## src/rtl/tone_pkg.sv

```systemverilog
// Shared note codes, half-period table and code-validity check used by the
// sequencer, keyboard mux and tone generator.
package tone_pkg;

    localparam logic [3:0] NOTE_NONE = 4'd0;
    localparam logic [3:0] NOTE_C4   = 4'd1;
    localparam logic [3:0] NOTE_D    = 4'd2;
    localparam logic [3:0] NOTE_E    = 4'd3;
    localparam logic [3:0] NOTE_F    = 4'd4;
    localparam logic [3:0] NOTE_G    = 4'd5;
    localparam logic [3:0] NOTE_A    = 4'd6;
    localparam logic [3:0] NOTE_B    = 4'd7;
    localparam logic [3:0] NOTE_C5   = 4'd8;

    // Half-period counts at 100 MHz, before any simulation shift
    localparam int unsigned HALF_W = 18;
    localparam logic [HALF_W-1:0] HALF_C4 = 18'd191110;
    localparam logic [HALF_W-1:0] HALF_D  = 18'd170265;
    localparam logic [HALF_W-1:0] HALF_E  = 18'd151685;
    localparam logic [HALF_W-1:0] HALF_F  = 18'd143172;
    localparam logic [HALF_W-1:0] HALF_G  = 18'd127551;
    localparam logic [HALF_W-1:0] HALF_A  = 18'd113636;
    localparam logic [HALF_W-1:0] HALF_B  = 18'd101239;
    localparam logic [HALF_W-1:0] HALF_C5 = 18'd95557;

    typedef enum logic {
        StSilent,
        StPlaying
    } tone_state_e;

    // Codes 9..15 are treated the same as none
    function automatic logic note_valid(input logic [3:0] code);
        return (code >= NOTE_C4) && (code <= NOTE_C5);
    endfunction

    function automatic logic [HALF_W-1:0] half_period(input logic [3:0] code);
        logic [HALF_W-1:0] half;
        case (code)
            NOTE_C4: half = HALF_C4;
            NOTE_D:  half = HALF_D;
            NOTE_E:  half = HALF_E;
            NOTE_F:  half = HALF_F;
            NOTE_G:  half = HALF_G;
            NOTE_A:  half = HALF_A;
            NOTE_B:  half = HALF_B;
            NOTE_C5: half = HALF_C5;
            default: half = '0;
        endcase
        return half;
    endfunction

endpackage

```

## src/rtl/note_period_rom.sv

```systemverilog
// Combinational note code -> half-period count lookup, scaled by HALF_SHIFT.
// Invalid codes map to zero.
module note_period_rom
    import tone_pkg::*;
#(
    parameter int unsigned HALF_SHIFT = 0,
    parameter int unsigned CNT_W      = 18
) (
    input  logic [3:0]       code,
    output logic [CNT_W-1:0] half
);

    logic [HALF_W-1:0] raw;

    // Table lookup with the simulation speed-up shift applied
    always_comb begin
        raw = '0;
        if (note_valid(code)) begin
            raw = half_period(code) >> HALF_SHIFT;
        end
        half = CNT_W'(raw);
    end

endmodule

```

## src/rtl/note_tone_gen.sv

```systemverilog
// Square-wave tone generator. Pitch and silence changes are applied only at
// half-period boundaries so the speaker never emits a runt pulse.
module note_tone_gen
    import tone_pkg::*;
#(
    parameter int unsigned HALF_SHIFT = 0,
    parameter int unsigned CNT_W      = 18
) (
    input  logic       CLK,
    input  logic       RESET,
    input  logic [3:0] note_code,
    output logic       speaker,
    output logic [3:0] playing_note,
    output logic       note_strobe
);

    tone_state_e       state_q, state_d;
    logic [3:0]        note_q;
    logic [CNT_W-1:0]  cnt_q, cnt_d;
    logic              speaker_q, speaker_d;
    logic [3:0]        playing_q, playing_d;
    logic              strobe_q, strobe_d;
    logic [CNT_W-1:0]  half;
    logic [CNT_W-1:0]  reload;

    note_period_rom #(
        .HALF_SHIFT (HALF_SHIFT),
        .CNT_W      (CNT_W)
    ) u_rom (
        .code (note_q),
        .half (half)
    );

    assign reload = half - CNT_W'(1);

    // Next state: start, re-pitch or stop only when the counter expires
    always_comb begin
        state_d   = state_q;
        cnt_d     = cnt_q;
        speaker_d = speaker_q;
        playing_d = playing_q;
        strobe_d  = 1'b0;
        unique case (state_q)
            StSilent: begin
                speaker_d = 1'b0;
                playing_d = NOTE_NONE;
                if (note_valid(note_q)) begin
                    cnt_d     = reload;
                    speaker_d = 1'b1;
                    playing_d = note_q;
                    strobe_d  = 1'b1;
                    state_d   = StPlaying;
                end
            end
            StPlaying: begin
                if (cnt_q != '0) begin
                    cnt_d = cnt_q - CNT_W'(1);
                end else if (note_valid(note_q)) begin
                    speaker_d = ~speaker_q;
                    cnt_d     = reload;
                    if (note_q != playing_q) begin
                        playing_d = note_q;
                        strobe_d  = 1'b1;
                    end
                end else begin
                    speaker_d = 1'b0;
                    playing_d = NOTE_NONE;
                    cnt_d     = '0;
                    state_d   = StSilent;
                end
            end
            default: state_d = StSilent;
        endcase
    end

    // State, counter, input sample and output registers
    always_ff @(posedge CLK or posedge RESET) begin
        if (RESET) begin
            state_q   <= StSilent;
            note_q    <= NOTE_NONE;
            cnt_q     <= '0;
            speaker_q <= 1'b0;
            playing_q <= NOTE_NONE;
            strobe_q  <= 1'b0;
        end else begin
            state_q   <= state_d;
            note_q    <= note_code;
            cnt_q     <= cnt_d;
            speaker_q <= speaker_d;
            playing_q <= playing_d;
            strobe_q  <= strobe_d;
        end
    end

    assign speaker      = speaker_q;
    assign playing_note = playing_q;
    assign note_strobe  = strobe_q;

endmodule
```

## config.mk

```make
export PLATFORM = sky130hd
export DESIGN_NAME = note_tone_gen
export DESIGN_NICKNAME = d
export VERILOG_FILES = /design/src/rtl/tone_pkg.sv /design/src/rtl/note_period_rom.sv /design/src/rtl/note_tone_gen.sv
export SDC_FILE = /design/constraint.sdc
export NUM_CORES = 1
export LEC_CHECK = 0
export ABC_AREA = 1
export CAP_MARGIN = 20
export CORE_ASPECT_RATIO = 1.5
export CORE_MARGIN = 5
export CORE_UTILIZATION = 49
export CTS_BUF_LIST = sky130_fd_sc_hd__clkbuf_16
export DETAILED_ROUTE_END_ITERATION = 7
export DONT_BUFFER_PORTS = 1
export GPL_TIMING_DRIVEN = 0
export PLACE_DENSITY = 0.64
export SETUP_SLACK_MARGIN = 0.1
export SLEW_MARGIN = 25
export SYNTH_ARGS = -nofsm -noshare
export SYNTH_HDL_FRONTEND = slang
export SYNTH_HIERARCHICAL = 1
export SYNTH_SLANG_ARGS = --single-unit
```

## constraint.sdc

```tcl
create_clock -name CLK -period 4.1 [get_ports CLK]
set_clock_uncertainty 0.05 [all_clocks]
set_input_delay 0.82 -clock CLK [delete_from_list [all_inputs] [get_ports CLK]]
set_output_delay 0.82 -clock CLK [all_outputs]
set_load 0.005 [all_outputs]
```

==> flow_metrics.env <==
export IMPL_outcome="complete, no violations"
export IMPL_core_um2=5200
export IMPL_dp_worst_setup_slack_ns=1.30
export IMPL_antenna_cells=0
export IMPL_ctsHoldBuffers=0
export IMPL_antenna_found_initial=0
export IMPL_timing_rr_start="note_q[1]"
export IMPL_syn_inst=409
export IMPL_powerDensity_nw_per_um2=502
export IMPL_met1_length_mm=2.45
export IMPL_reg2reg_slack_ns=1.31
export IMPL_clk_insertion_delay_late_ns=0.27
export IMPL_criticalPathCategory="register to register"
export IMPL_grt_pass1_wl_mm=10.8
export IMPL_wirelength_mm=6.12
export IMPL_rr_endpoint="cnt_q[12]"
export IMPL_area_growth_syn_to_layout_pct=9.39
export IMPL_tns_ns=0
export IMPL_htree_num_levels=2
export IMPL_synth_warnings=6
export IMPL_pin_count=12
export IMPL_fin_ws_ns=1.31
export IMPL_post_cts_buffers=0
export IMPL_hold_worst_slack_ns=0.451
export IMPL_p_leak_uw=0.00140
export IMPL_arrival_ns=2.89
export IMPL_p_sw_uw=570
export IMPL_worstSetupEndpointType="register"
export IMPL_hold_end="cnt_q[0]"
export IMPL_vias=2420
export IMPL_die_y_um=99.9
export IMPL_cp_max_fo=10
export IMPL_cts_tree="built"
export IMPL_clock_path_buffers=2
export IMPL_seqPwrFrac_pct=35.8
export IMPL_dr_wl_met2_mm=3.38
export IMPL_start_util_pct=50.7
export IMPL_p_sw_share_pct=39.4
export IMPL_ir_drop_mv=0.190
export IMPL_row_count=32
export IMPL_grt_ovfl_total=0
export IMPL_fin_nets=429
export IMPL_r2r_cells=16
export IMPL_pwr_share_clk_pct=27.9
export IMPL_firstDrtPassIters=4
export IMPL_grt_max_degree=30
export IMPL_avgViaCountPerCell=4.99
export IMPL_die_width_um=69.9
export IMPL_cp_start_kind="register"
export IMPL_fill_cells=550
export IMPL_finalSetupViolCount=0
export IMPL_critPathRequiredTime_ns=4.20
export IMPL_yosysSeqAreaShare_pct=27.5
export IMPL_hold_viol_final=0
export IMPL_cts_sinks=29
export IMPL_holdPathStages=2
export IMPL_syn_nets=422
export IMPL_ys_ff_latch=29
export IMPL_cts_resized=0
export IMPL_synth_cell_types=31
export IMPL_p_comb_share_pct=36.3
export IMPL_ant_nets=0
export IMPL_first_iter_violations=93
export IMPL_worstHoldStart="cnt_q[0]"
export IMPL_cts_made_buffers=5
export IMPL_port_buffers=0
export IMPL_rsz0062_at_grt="false"
export IMPL_drive_above_1_share_pct=12.0
export IMPL_post_route_min_period_ns=2.79
export IMPL_drc=0
export IMPL_hpwl_mm=4.99
export IMPL_path_clk_slew_ns=0.05
export IMPL_track_usage_pct=18.9
export IMPL_tightest_slew_ns=0.627
export IMPL_wl_per_cell_um=12.6
export IMPL_gp_congestion=0.841
export IMPL_max_cap_violations=0
export IMPL_met3_length_um=134
export IMPL_fmax_mhz=359
export IMPL_relSlewSlack_pct=58.1
export IMPL_internal_power_uw=877
export IMPL_root_buffer="clkbuf_16"
export IMPL_drv_slew=0
export IMPL_holdCritPathClass="register to register"
export IMPL_netlist_area_um2=2640
export IMPL_synth_area_per_cell_um2=6.45
export IMPL_timing_final_crit_share_pct=67.9
export IMPL_top_layer="met4"
export IMPL_grt_pass1_vias=2406
export IMPL_fp_dieArea_um2=6980
-- routing by layer --
layer | track usage, % | vias to the layer above
met3 | 2.20 | 13
met4 | 6.49 | 0
met1 | 20.4 | 1098
met2 | 37.4 | 31
met5 | 0 | -
li1 | - | 1278
-- layout make-up --
type,count,area [µm²],area share (%)
inverter,44,173,5.98
multi-input combinational,328,1660,57.4
tap,68,85.1,2.95
clock buffer,5,125,4.33
buffer,8,83.8,2.90
clock inverter,3,37.5,1.30
sequential,29,726,25.1
-- flip-flops by register name, indices dropped and copies added, names as in the netlist --
name and flops:
note_q 4, playing_note 4, cnt_q 18, speaker 1, state_q 1, note_strobe 1
-- stage by stage --
| step | std cells | instance area [µm²] | utilization (%) | total power, µW |
|---|---|---|---|---|
| final | 485 | 2890 | 55.5 | 1450 |
| after global routing | 485 | 2890 | 55.5 | 1570 |
| after CTS | 485 | 2890 | 55.5 | 1460 |
| after detailed placement | 477 | 2720 | 52.3 | 1050 |
| after global placement | 477 | 2720 | 52.3 | 1030 |
| after floorplan | 409 | 2640 | - | 933 |
-- layout by cell type (no fill, tap or decap), types with 2 or more instances in the layout --
| master | n |
|---|---|
| nand2_1 | 140 |
| nor2_1 | 60 |
| inv_1 | 40 |
| nand3_1 | 36 |
| dfrtp_1 | 29 |
| xor2_1 | 14 |
| nor2_2 | 13 |
| o21ai_0 | 12 |
| xnor2_1 | 7 |
| ha_1 | 7 |
| nor2_4 | 6 |
| a21oi_1 | 6 |
| nand2_2 | 5 |
| clkbuf_16 | 5 |
| nand4_1 | 4 |
| inv_2 | 4 |
| nand2_4 | 4 |
| nand3b_1 | 4 |
| buf_6 | 3 |
| nor3_1 | 3 |
| or2_2 | 2 |
-- Yosys cell counts --
| library cell | instances | area share [%] |
|---|---|---|
| a21boi_0 | 1 | 0.28 |
| a21oi_1 | 6 | 1.1 |
| a21oi_4 | 1 | 0.62 |
| buf_1 | 1 | 0.14 |
| buf_12 | 1 | 0.76 |
| buf_2 | 1 | 0.19 |
| buf_4 | 1 | 0.28 |
| buf_6 | 3 | 1.3 |
| clkbuf_8 | 1 | 0.52 |
| dfrtp_1 | 29 | 28 |
| ha_1 | 7 | 3.3 |
| inv_1 | 40 | 5.7 |
| inv_2 | 3 | 0.43 |
| inv_8 | 1 | 0.43 |
| nand2_1 | 140 | 20 |
| nand2_2 | 5 | 1.2 |
| nand2_4 | 4 | 1.7 |
| nand3_1 | 36 | 6.8 |
| nand3_4 | 1 | 0.66 |
| nand3b_1 | 4 | 1.1 |
| nand4_1 | 4 | 0.95 |
| nor2_1 | 60 | 8.5 |
| nor2_2 | 13 | 3.1 |
| nor2_4 | 6 | 2.6 |
| nor3_1 | 3 | 0.57 |
| o211ai_1 | 1 | 0.28 |
| o21ai_0 | 12 | 2.3 |
| o21bai_1 | 1 | 0.28 |
| or2_2 | 2 | 0.47 |
| xnor2_1 | 7 | 2.3 |
| xor2_1 | 14 | 4.6 |
-- logic make-up (layout without fill, tap and decap cells) --
| kind of cell | Yosys count | in the layout | share of synthesized area [%] |
|---|---|---|---|
| XOR/XNOR | 21 | 21 | 6.97 |
| buffers and inverters | 52 | 60 | 9.72 |
| adder cells (fa/ha/maj) | 7 | 7 | 3.32 |
| flip-flops | 29 | 29 | 27.5 |
| AO/OA/AOI/OAI | 22 | 22 | 4.88 |
| AND/OR/NAND/NOR | 278 | 278 | 47.6 |
-- worst max-delay path by stage --
| stage | slack, ns | from | to | cells after the start |
|---|---|---|---|---|
| after floorplan | 1.70 | note_q[0] | cnt_q[12] | 16 |
| after global placement | 1.32 | note_q[1] | cnt_q[12] | 16 |
| after detailed placement | 1.30 | note_q[1] | cnt_q[12] | 16 |
| after CTS | 1.28 | note_q[0] | cnt_q[12] | 16 |
| after global routing | 0.99 | note_q[1] | cnt_q[12] | 16 |
| final | 1.31 | note_q[1] | cnt_q[12] | 16 |
-- worst max-delay path, stage by stage (launching register included) --
cell     delay (ns)
dfrtp_1        0.44
inv_1          0.16
ha_1           0.24
inv_1          0.07
nor2_1         0.11
nand2_2        0.07
nand2_4        0.08
buf_12         0.14
nor2_4         0.04
inv_1          0.10
ha_1           0.19
nand3_1        0.17
nor2_1         0.37
nand2_1        0.11
xor2_1         0.16
nand2_1        0.09
nand3_1        0.06
-- power groups by stage --
stage / Sequential [µW] / Combinational [µW] / Clock, µW
final: 518 / 526 / 404
after floorplan: 486 / 447 / 0
after global routing: 536 / 610 / 427
after detailed placement: 522 / 524 / 0
after global placement: 518 / 517 / 0
after CTS: 518 / 529 / 413
No activity file was read; power rests on OpenSTA's default activity.
